--- src/rtl/rptr_handler_lvl_if.sv ---
// Read-side bus of the async-FIFO read pointer handler.
// master: consumer side (drives r_en and the synchronised write pointer).
// slave:  the pointer handler itself.
interface rptr_handler_lvl_if #(
    parameter int ADDR_WIDTH = 4
);
    logic                  r_en;
    logic [ADDR_WIDTH:0]   g_wptr_sync;
    logic [ADDR_WIDTH-1:0] r_addr;
    logic                  r_ren;
    logic [ADDR_WIDTH:0]   b_rptr;
    logic [ADDR_WIDTH:0]   g_rptr;
    logic                  empty;
    logic                  almost_empty;
    logic [ADDR_WIDTH:0]   rd_fill;
    logic                  underflow;

    modport master (
        output r_en, g_wptr_sync,
        input  r_addr, r_ren, b_rptr, g_rptr, empty, almost_empty, rd_fill, underflow
    );

    modport slave (
        input  r_en, g_wptr_sync,
        output r_addr, r_ren, b_rptr, g_rptr, empty, almost_empty, rd_fill, underflow
    );
endinterface

--- src/rtl/rptr_handler_lvl.sv ---
// Read-side pointer handler for an asynchronous FIFO (read clock domain).
// Keeps binary/Gray read pointers and registers empty, almost_empty and the
// fill level seen from the read side. Flags are computed from the next-state
// pointer so that reading the last word raises empty on the very next edge.
// Optional sticky underflow flag: define RPTR_UNDERFLOW_EN to enable it;
// otherwise underflow is tied low and no register is built.
module rptr_handler_lvl #(
    parameter int ADDR_WIDTH = 4,
    parameter int AE_THRESH  = 2
) (
    input logic               r_clk,
    input logic               r_rst,
    rptr_handler_lvl_if.slave bus
);
    localparam int PW = ADDR_WIDTH + 1;
    localparam logic [PW-1:0] AE_LIM = PW'(AE_THRESH);

    function automatic logic [PW-1:0] bin2gray(input logic [PW-1:0] b);
        return b ^ (b >> 1);
    endfunction

    // Each binary bit is the XOR of all Gray bits from the MSB down to it.
    function automatic logic [PW-1:0] gray2bin(input logic [PW-1:0] g);
        logic [PW-1:0] b;
        b[PW-1] = g[PW-1];
        for (int i = PW - 2; i >= 0; i--) begin
            b[i] = b[i+1] ^ g[i];
        end
        return b;
    endfunction

    logic [PW-1:0] b_rptr_q, b_rptr_d;
    logic [PW-1:0] g_rptr_q, g_rptr_d;
    logic [PW-1:0] fill_q, fill_d;
    logic          empty_q, empty_d;
    logic          ae_q, ae_d;
    logic [PW-1:0] wptr_bin;
    logic          r_ren;

    // A read is accepted only when the FIFO is not empty.
    assign r_ren = bus.r_en & ~empty_q;

    // Next-state pointers and flags, all derived from the post-read pointer.
    always_comb begin
        b_rptr_d = b_rptr_q + {{ADDR_WIDTH{1'b0}}, r_ren};
        g_rptr_d = bin2gray(b_rptr_d);
        wptr_bin = gray2bin(bus.g_wptr_sync);
        fill_d   = wptr_bin - b_rptr_d;
        empty_d  = (g_rptr_d == bus.g_wptr_sync);
        ae_d     = (fill_d <= AE_LIM);
    end

    // Pointer and flag registers; reset leaves the FIFO looking empty.
    always_ff @(posedge r_clk or posedge r_rst) begin
        if (r_rst) begin
            b_rptr_q <= '0;
            g_rptr_q <= '0;
            fill_q   <= '0;
            empty_q  <= 1'b1;
            ae_q     <= 1'b1;
        end else begin
            b_rptr_q <= b_rptr_d;
            g_rptr_q <= g_rptr_d;
            fill_q   <= fill_d;
            empty_q  <= empty_d;
            ae_q     <= ae_d;
        end
    end

`ifdef RPTR_UNDERFLOW_EN
    logic underflow_q, underflow_d;

    assign underflow_d = underflow_q | (bus.r_en & empty_q);

    // Sticky record of any read attempted while empty; cleared only by reset.
    always_ff @(posedge r_clk or posedge r_rst) begin
        if (r_rst) begin
            underflow_q <= 1'b0;
        end else begin
            underflow_q <= underflow_d;
        end
    end

    assign bus.underflow = underflow_q;
`else
    assign bus.underflow = 1'b0;
`endif

    assign bus.r_ren        = r_ren;
    assign bus.r_addr       = b_rptr_q[ADDR_WIDTH-1:0];
    assign bus.b_rptr       = b_rptr_q;
    assign bus.g_rptr       = g_rptr_q;
    assign bus.empty        = empty_q;
    assign bus.almost_empty = ae_q;
    assign bus.rd_fill      = fill_q;
endmodule

--- src/flat_wrapper.sv ---
// flat-port wrapper written by rule: the top's interface ports become plain ports
module rptr_handler_lvl_flat 
#(
    parameter int ADDR_WIDTH = 4,
    parameter int AE_THRESH  = 2
)
  (r_clk, r_rst, bus_r_en, bus_g_wptr_sync, bus_r_addr, bus_r_ren, bus_b_rptr, bus_g_rptr, bus_empty, bus_almost_empty, bus_rd_fill, bus_underflow);
  rptr_handler_lvl_if #(.ADDR_WIDTH(ADDR_WIDTH)) bus_i ();
  input logic r_clk;
  input logic r_rst;
  input wire logic [$bits(bus_i.r_en)-1:0] bus_r_en;
  input wire logic [$bits(bus_i.g_wptr_sync)-1:0] bus_g_wptr_sync;
  output wire logic [$bits(bus_i.r_addr)-1:0] bus_r_addr;
  output wire logic [$bits(bus_i.r_ren)-1:0] bus_r_ren;
  output wire logic [$bits(bus_i.b_rptr)-1:0] bus_b_rptr;
  output wire logic [$bits(bus_i.g_rptr)-1:0] bus_g_rptr;
  output wire logic [$bits(bus_i.empty)-1:0] bus_empty;
  output wire logic [$bits(bus_i.almost_empty)-1:0] bus_almost_empty;
  output wire logic [$bits(bus_i.rd_fill)-1:0] bus_rd_fill;
  output wire logic [$bits(bus_i.underflow)-1:0] bus_underflow;
  assign bus_i.r_en = bus_r_en;
  assign bus_i.g_wptr_sync = bus_g_wptr_sync;
  assign bus_r_addr = bus_i.r_addr;
  assign bus_r_ren = bus_i.r_ren;
  assign bus_b_rptr = bus_i.b_rptr;
  assign bus_g_rptr = bus_i.g_rptr;
  assign bus_empty = bus_i.empty;
  assign bus_almost_empty = bus_i.almost_empty;
  assign bus_rd_fill = bus_i.rd_fill;
  assign bus_underflow = bus_i.underflow;
  rptr_handler_lvl #(.ADDR_WIDTH(ADDR_WIDTH), .AE_THRESH(AE_THRESH)) u_core (.r_clk(r_clk), .r_rst(r_rst), .bus(bus_i));
endmodule
--- config.mk ---
export PLATFORM = sky130hd
export DESIGN_NAME = rptr_handler_lvl_flat
export DESIGN_NICKNAME = d
export VERILOG_FILES = /design/src/rtl/rptr_handler_lvl_if.sv /design/src/rtl/rptr_handler_lvl.sv /design/src/flat_wrapper.sv
export SDC_FILE = /design/constraint.sdc
export NUM_CORES = 1
export LEC_CHECK = 0
export CAP_MARGIN = 20
export CORE_MARGIN = 2
export CORE_UTILIZATION = 40
export CTS_CLUSTER_SIZE = 28
export DETAILED_ROUTE_END_ITERATION = 8
export PLACE_DENSITY = 0.78
export SYNTH_ARGS = -nofsm -noshare
export SYNTH_HDL_FRONTEND = slang
export SYNTH_SLANG_ARGS = --single-unit
--- constraint.sdc ---
create_clock -name r_clk -period 2.39 [get_ports r_clk]
set_input_delay 0.478 -clock r_clk [delete_from_list [all_inputs] [get_ports r_clk]]
set_output_delay 0.478 -clock r_clk [all_outputs]
set_load 0.1 [all_outputs]
==> results.toml, run 1 <==
[global_routing]
grt_antenna_before_repair = 0
use_met3_pct = 1.72
grt_pass1_wl_mm = 2.96
track_usage_pct = 14.9
gr-usage-met1_pct = 21.2
grt_pass1_vias = 657
grt_busiest_layer = "met2"
grt-ovfl-total = 0
grt_max_degree = 17
use_met2_pct = 23.4

[synth]
ys_ff_latch = 16
postSynthCellCount = 77
netlist_area_um2 = 927
ys_seq_area_share_pct = 43.5
ys_warn_count = 0
synth_cell_type_count = 22
synth_nets = 92
syn_avg_cell_area_um2 = 12.0

[sta]
whs_ps = 556
finalMaxSlewViolations = 0
finalHoldViolCount = 0
maxSlewHeadroom_pct = 59.2
setup-tns-final_ps = 0
finClkSkew_ps = 8.62
setup_violations = 0
post-route-min-period_ps = 2360
rsz0062_at_grt = "yes"
worstMarginPinSlew_ps = 612
max_freq_ghz = 0.424
period_share_pct = 98.6

[floorplan]
die_h_um = 52.1
die-area_um2 = 2720
ios = 31
core_um2 = 2210
die_w_um = 52.1
rows = 17
floorplan.initialDensity_pct = 41.9

[clocking]
htreeDepth = 1
cts_sinks = 16
postCtsHoldBufs = 0
cts_tree = "done"
cts_root_buffer = "clkbuf_4"
cts_buffer_depth = 2
clk_pin_slew_ps = 100
cts_buffers = 3
clkLatencyLatePin_ps = 280

[setup_path]
crit_type = "in -> reg"
start_kind = "primary input"
end_kind = "flop"
required_ps = 2570
crit_arrival_ps = 2540
crit_fanout = 2
setup.worst_path.start = "bus_g_wptr_sync[2]"
regToRegEndpoint = "u_core.bus.almost_empty"
r2r_setup_slack_ps = 100
r2r_start = "u_core.bus.empty"
endpoint = "u_core.bus.almost_empty"
reg2reg_depth = 8

[run]
maxCapViolations = 0

[placed_design]
dp_hpwl_mm = 1.42
port_buffers = 29
dp_cells = 144
place_congestion = 0.754

[cells_and_area]
layout-drive-gt1-share_pct = 52.1
insertedDiodeCount = 0
layout.cells.non_filler = 149
fin_nets = 137
area_delta_synth_final_pct = 53.6

[route]
wl_per_cell_um = 11.9
wl_mm = 1.77
route.antenna.remaining_nets = 0
dr_total_vias = 659
viasPerCell = 4.42
initialDrtViolationCount = 4
route.detailed.drc = 0
first_pass_iters = 4

[worst_hold_path]
hp-class = "in -> async"

[run_status]
status = "finished, final reports clean"
==> state kept, by name (all words and copies together), names as in the netlist <==
signal	flops
u_core.bus.empty	1
u_core.bus.b_rptr	5
u_core.bus.g_rptr	4
u_core.bus.almost_empty	1
u_core.bus.rd_fill	5
==> timing repair <==
action,in CTS,in global routing
pin swaps,10,0
endpoints found under the setup margin,3,1
setup buffers,1,0
resized for setup,20,2
==> layer usage <==
layer	up-vias	part of all wire, %	routed length [um]
li1	332	-	-
met1	312	47	829
met2	15	50	889
met3	0	2.7	48
met4	0	0	0
met5	-	0	0
==> critical path, cell delays in order <==
cell and delay (ps):
buf_6 70, xor3_2 440, xor2_2 170, xnor2_1 180
ha_2 200, inv_2 40, fa_2 390, a31oi_4 170
xnor2_2 100, a2111oi_2 290
==> cells by family after synthesis <==
group	Yosys count	synth area share [%]
and+or+nand+nor	8	5.53
xor gates and xnor gates	23	25.1
adders and majority gates	7	10.3
other	1	0.404
DFF	16	43.5
buffers and inverters	15	9.31
AOI/OAI and AO/OA	7	5.94
==> cells in the mapped netlist <==
| cell type | count | area share (%) |
|---|---|---|
| fa_1 | 1 | 2.2 |
| conb_1 | 1 | 0.40 |
| dfstp_2 | 2 | 5.7 |
| a2111oi_2 | 1 | 1.6 |
| a21o_1 | 2 | 1.6 |
| nor2b_1 | 2 | 1.3 |
| inv_1 | 7 | 2.8 |
| dfrtp_1 | 14 | 38 |
| nand2_1 | 1 | 0.40 |
| xnor2_1 | 15 | 14 |
| a31oi_1 | 1 | 0.68 |
| a21oi_1 | 2 | 1.1 |
| xor3_1 | 1 | 2.6 |
| xor2_1 | 6 | 5.7 |
| and4b_1 | 1 | 1.1 |
| nand4_1 | 1 | 0.68 |
| xor3_2 | 1 | 2.7 |
| and3b_1 | 1 | 0.94 |
| ha_1 | 6 | 8.1 |
| a311oi_1 | 1 | 0.94 |
| nand3_1 | 2 | 1.1 |
| buf_4 | 8 | 6.5 |
==> cell type report <==
| class | instances | area, um2 |
|---|---|---|
| clock buffers | 4 | 36.3 |
| fillers | 186 | 788 |
| inverters | 7 | 26.3 |
| multi-input cells | 46 | 533 |
| flip-flops and latches | 16 | 407 |
| well taps | 28 | 35.0 |
| repair buffers | 48 | 387 |
==> how the worst min path moves through the flow <==
stage	end	slack, ps	cells past startpoint
2_1_floorplan	u_core.bus.b_rptr[0]	390	1
3_3_place_gp	u_core.bus.b_rptr[4]	590	1
3_5_place_dp	u_core.bus.b_rptr[4]	580	1
4_1_cts	u_core.bus.g_rptr[2]	580	2
5_1_grt	u_core.bus.empty	580	4
6_report	u_core.bus.g_rptr[2]	560	2
==> metrics by stage <==
step / cell area, um2 / setup WS, ps / util, %
floorplan: 971 / -349 / -
global placement: 1330 / -596 / 60.1
detailed placement: 1330 / -719 / 60.1
CTS: 1410 / 25.8 / 63.7
global route: 1420 / -7.28 / 64.4
finish: 1420 / 33.5 / 64.4
==> layout by cell type (no fill, tap or decap), types with 2 or more instances in the layout <==
master / Yosys / final
dlygate4sd2_1: 0 / 2
xor3_2: 1 / 2
inv_1: 7 / 6
xor2_2: 0 / 2
buf_4: 8 / 40
ha_1: 6 / 4
a21o_1: 2 / 2
dfrtp_1: 14 / 14
a21oi_1: 2 / 2
clkbuf_4: 0 / 3
clkdlybuf4s50_1: 0 / 2
xnor2_1: 15 / 13
xor2_1: 6 / 4
Power of run 1 is left out: the tool's default activity adds up to more than one toggle a clock period on the data nets, which glitch-free logic cannot reach.
==> run 2: changes to the inputs <==
Settings changed: CORE_UTILIZATION 40 to 42, CTS_BUF_LIST set to sky130_fd_sc_hd__clkbuf_4 sky130_fd_sc_hd__clkbuf_8, PLACE_DENSITY 0.78 to 0.77.
==> run 2 against run 1 <==
Against the previous run:
- core utilization grew 3.3 points
- design area grew 2.0%
- clock skew shrank 3.6 ps
- die area shrank 4.4%
==> results.toml, run 2 (synthesized netlist as in run 1, its figures left out) <==
[sta]
finalHoldViolCount = 0
max_freq_ghz = 0.423
period_share_pct = 99.0
finalMaxSlewViolations = 0
whs_ps = 559
worstMarginPinSlew_ps = 603
maxSlewHeadroom_pct = 59.8
setup_violations = 0
rsz0062_at_grt = "yes"
post-route-min-period_ps = 2370
finClkSkew_ps = 5.07

[global_routing]
grt_busiest_layer = "met2"
grt_pass1_wl_mm = 3.09
grt_max_degree = 17
use_met3_pct = 1.75
grt_antenna_before_repair = 0
track_usage_pct = 16.8
grt_pass1_vias = 679
use_met2_pct = 28.4
gr-usage-met1_pct = 20.4
grt-ovfl-total = 0

[setup_path]
r2r_setup_slack_ps = 90
r2r_start = "u_core.bus.empty"
max_stage_delay_ps = 450
reg2reg_depth = 8
cpMostUsedCell = "buf_6"
endpoint = "u_core.bus.almost_empty"
required_ps = 2580
crit_arrival_ps = 2560
start_kind = "primary input"
crit_fanout = 2
regToRegEndpoint = "u_core.bus.almost_empty"
crit_type = "in -> reg"
setup.worst_path.start = "bus_g_wptr_sync[4]"
path_cells = "buf_6, xor3_2, xor2_2, xnor2_1, ha_2, inv_2, fa_2, buf_6, xor2_4, a2111oi_4"
end_kind = "flop"
slowest_stage = "xor3_2"

[floorplan]
die_w_um = 51.0
die-area_um2 = 2600
ios = 31
die_h_um = 51.0
core_um2 = 2150
floorplan.initialDensity_pct = 43.2
rows = 17

[route]
viasPerCell = 4.61
route.detailed.drc = 0
initialDrtViolationCount = 4
route.antenna.remaining_nets = 0
dr_total_vias = 683
first_pass_iters = 4
wl_mm = 1.96
wl_per_cell_um = 13.3

[clocking]
cts_root_buffer = "clkbuf_4"
clkLatencyLatePin_ps = 290
clk_pin_slew_ps = 100
htreeDepth = 1
cts_buffers = 3
cts_tree = "done"
cts_buffer_depth = 2
cts_sinks = 16

[cells_and_area]
mostFrequentLayoutCells = "buf_4 (38), dfrtp_1 (14), xnor2_1 (13)"
layout-drive-gt1-share_pct = 52.5
final_common_cell = "buf_4"
insertedDiodeCount = 0
area_delta_synth_final_pct = 56.7
fin_nets = 136

[placed_design]
dp_hpwl_mm = 1.51
port_buffers = 29
place_congestion = 0.797

[run]
maxCapViolations = 0

[worst_hold_path]
hp-class = "in -> async"

[run_status]
status = "finished, final reports clean"
run 2: through the flow:
stage	cells	utilization [%]	area [um2]	setup WS [ps]	setup TNS (ps)
global route	148	67.6	1450	-95.1	-95.1
detailed placement	141	60.8	1310	-694	-2260
floorplan	77	-	971	-349	-661
global placement	141	60.8	1310	-619	-2020
finish	148	67.6	1450	24.3	0
CTS	147	64.6	1390	7.38	0
run 2: critical path: cells and delay by family:
family,cells,cell delay (ps)
AOI/OAI and AO/OA,1,290
xor gates and xnor gates,4,970
adders and majority gates,2,560
buffers and inverters,3,260
run 2: layer usage:
layer | vias up | wire, um
met5 | - | 0
met4 | 0 | 29
met3 | 3 | 77
met2 | 19 | 1070
met1 | 332 | 791
li1 | 329 | -
run 2: how the worst min path moves through the flow:
stage	depth (start not counted)	slack [ps]	endpoint
6_report	2	560	u_core.bus.b_rptr[2]
5_1_grt	4	600	u_core.bus.empty
4_1_cts	2	580	u_core.bus.b_rptr[2]
3_5_place_dp	1	670	u_core.bus.g_rptr[2]
3_3_place_gp	1	640	u_core.bus.g_rptr[2]
2_1_floorplan	1	390	u_core.bus.b_rptr[0]
run 2: final cells by class:
class / count / area [um2]
multi-input combinational: 46 / 563
inverter: 7 / 26.3
fill: 147 / 696
timing repair buffer: 47 / 385
sequential: 16 / 407
tap: 28 / 35.0
clock buffer: 4 / 36.3
run 2: timing repair:
action	CTS	global route
hold buffers	0	0
resized for setup	17	10
setup endpoints to repair	3	1
pin swaps	9	5
buffers inserted	2	1
Power of run 2 is left out for the same reason.
==> run 3: changes to the inputs <==
Settings changed: CORE_UTILIZATION 42 to 45, PLACE_DENSITY 0.77 to 0.79.
Clock period 2.39 ns to 2.91 ns, I/O delays scaled along.
==> run 3 against run 2 <==
Against the previous run:
- critical endpoint unchanged
- die area is 6.2% lower
- cell count is 6.1% lower
- global-route usage decreased by 1.7 points
- largest cell class unchanged
- via count down 7.0%
- clock-buffer cell count is 1 lower
- design area down 9.4%
- highest routed layer unchanged
- flip-flop and latch count did not move
- routed wire length shrank 13%
- non-clock buffer count shrank 7
==> results.toml, run 3 (synthesized netlist as in run 1, its figures left out) <==
[floorplan]
die_w_um = 49.4
floorplan.initialDensity_pct = 47.3
ios = 31
die_h_um = 49.4
rows = 16
core_um2 = 1960
die-area_um2 = 2440

[setup_path]
cpMostUsedCell = "xnor2_1"
start_kind = "primary input"
end_kind = "flop"
crit_fanout = 4
setup.worst_path.start = "bus_r_en"
path_cells = "clkdlybuf4s50_1, nor2b_4, ha_4, xnor2_1, ha_1, a21o_1, a21oi_1, xnor2_1, a2111oi_2"
required_ps = 3090
slowest_stage = "clkdlybuf4s50_1"
r2r_start = "u_core.bus.empty"
crit_arrival_ps = 2800
max_stage_delay_ps = 400
crit_type = "in -> reg"

[sta]
finalMaxSlewViolations = 0
finClkSkew_ps = 8.28
maxSlewHeadroom_pct = 58.3
rsz0062_at_grt = "no"
post-route-min-period_ps = 2620
max_freq_ghz = 0.382
period_share_pct = 90.1
worstMarginPinSlew_ps = 625
setup_violations = 0
finalHoldViolCount = 0

[clocking]
cts_root_buffer = "clkbuf_4"
cts_tree = "done"
cts_sinks = 16
htreeDepth = 1
postCtsHoldBufs = 0
clk_pin_slew_ps = 90
clkLatencyLatePin_ps = 290
cts_buffer_depth = 2
cts_buffers = 3

[placed_design]
port_buffers = 29
place_congestion = 0.812
dp_hpwl_mm = 1.39
placed_area_um2 = 1240

[global_routing]
track_usage_pct = 15.1
grt_antenna_before_repair = 0
grt_pass1_vias = 584
grt_pass1_wl_mm = 2.72
grt_max_degree = 17
grt-ovfl-total = 0

[route]
wl_per_cell_um = 12.3
viasPerCell = 4.57
wl_mm = 1.71
route.antenna.remaining_nets = 0
initialDrtViolationCount = 1
route.detailed.drc = 0
first_pass_iters = 2
dr_total_vias = 635

[cells_and_area]
stdcell_area_um2 = 1320
insertedDiodeCount = 0
area_delta_synth_final_pct = 42.0
fin_nets = 129
layout-drive-gt1-share_pct = 42.0
final_common_cell = "buf_4"
utilization_pct = 67.1
mostFrequentLayoutCells = "buf_4 (32), xnor2_1 (14), dfrtp_1 (14)"
fill_cells = 162

[worst_hold_path]
hold_start = "u_core.bus.b_rptr[3]"
hp-class = "reg -> reg"

[run]
maxCapViolations = 0

[run_status]
status = "finished, final reports clean"
run 3: cell count changes in the layout (fill, tap and decap cells not counted), moves of 2 or more:
cell / delta
buf_6: -3
xor2_1: +2
buf_4: -6
clkdlybuf4s50_1: +2
dlymetal6s2s_1: +2
run 3: through the flow:
| stage | worst slack, ps | setup TNS, ps | instances | hold slack [ps] |
|---|---|---|---|---|
| 3_3_place_gp | -292 | -314 | 135 | 582 |
| 6_report | 289 | 0 | 139 | 605 |
| 3_5_place_dp | -378 | -523 | 135 | 596 |
| 4_1_cts | 22.1 | 0 | 139 | 611 |
| 2_1_floorplan | 4.84 | 0 | 77 | 494 |
| 5_1_grt | 109 | 0 | 139 | 649 |
run 3: critical path: cells and delay by family:
family | cells | cell delay, ps
simple gates | 1 | 150
xor+xnor | 2 | 500
compound gates | 3 | 690
buf+inv | 1 | 400
fa+ha+maj | 2 | 480
run 3: worst paths after layout:
check | cells after the start | to | slack (ps)
min reg2reg | 1 | u_core.bus.g_rptr[2] | 610
min in group asynchronous | 2 | u_core.bus.rd_fill[1] | 670
min | 1 | u_core.bus.g_rptr[2] | 610
max | 9 | u_core.bus.almost_empty | 290
max in group asynchronous | 2 | u_core.bus.rd_fill[4] | 1840
max reg2reg | 8 | u_core.bus.almost_empty | 510
run 3: cell type report:
cell class | instances | area [um2] | share of cell area [%]
clock buffer | 3 | 22.5 | 1.71
inverter | 7 | 26.3 | 2.00
multi-input combinational | 46 | 493 | 37.5
sequential | 16 | 403 | 30.6
tap | 27 | 33.8 | 2.57
timing repair buffer | 40 | 338 | 25.7
run 3: repair_timing:
action / 4_1_cts / 5_1_grt
setup buffers: 1 / 0
pin swaps: 4 / 7
endpoints found under the setup margin: 1 / 1
gates resized for setup: 1 / 8
run 3: layer usage:
layer | track usage (%) | vias to the layer above | routed length (um) | part of all wire (%)
met4 | 8.33 | 0 | 40 | 2.3
li1 | - | 318 | - | -
met2 | 22.7 | 17 | 842 | 49
met3 | 2.15 | 5 | 64 | 3.7
met1 | 20.9 | 295 | 761 | 45
met5 | 0 | - | 0 | 0
Power of run 3 is left out for the same reason.
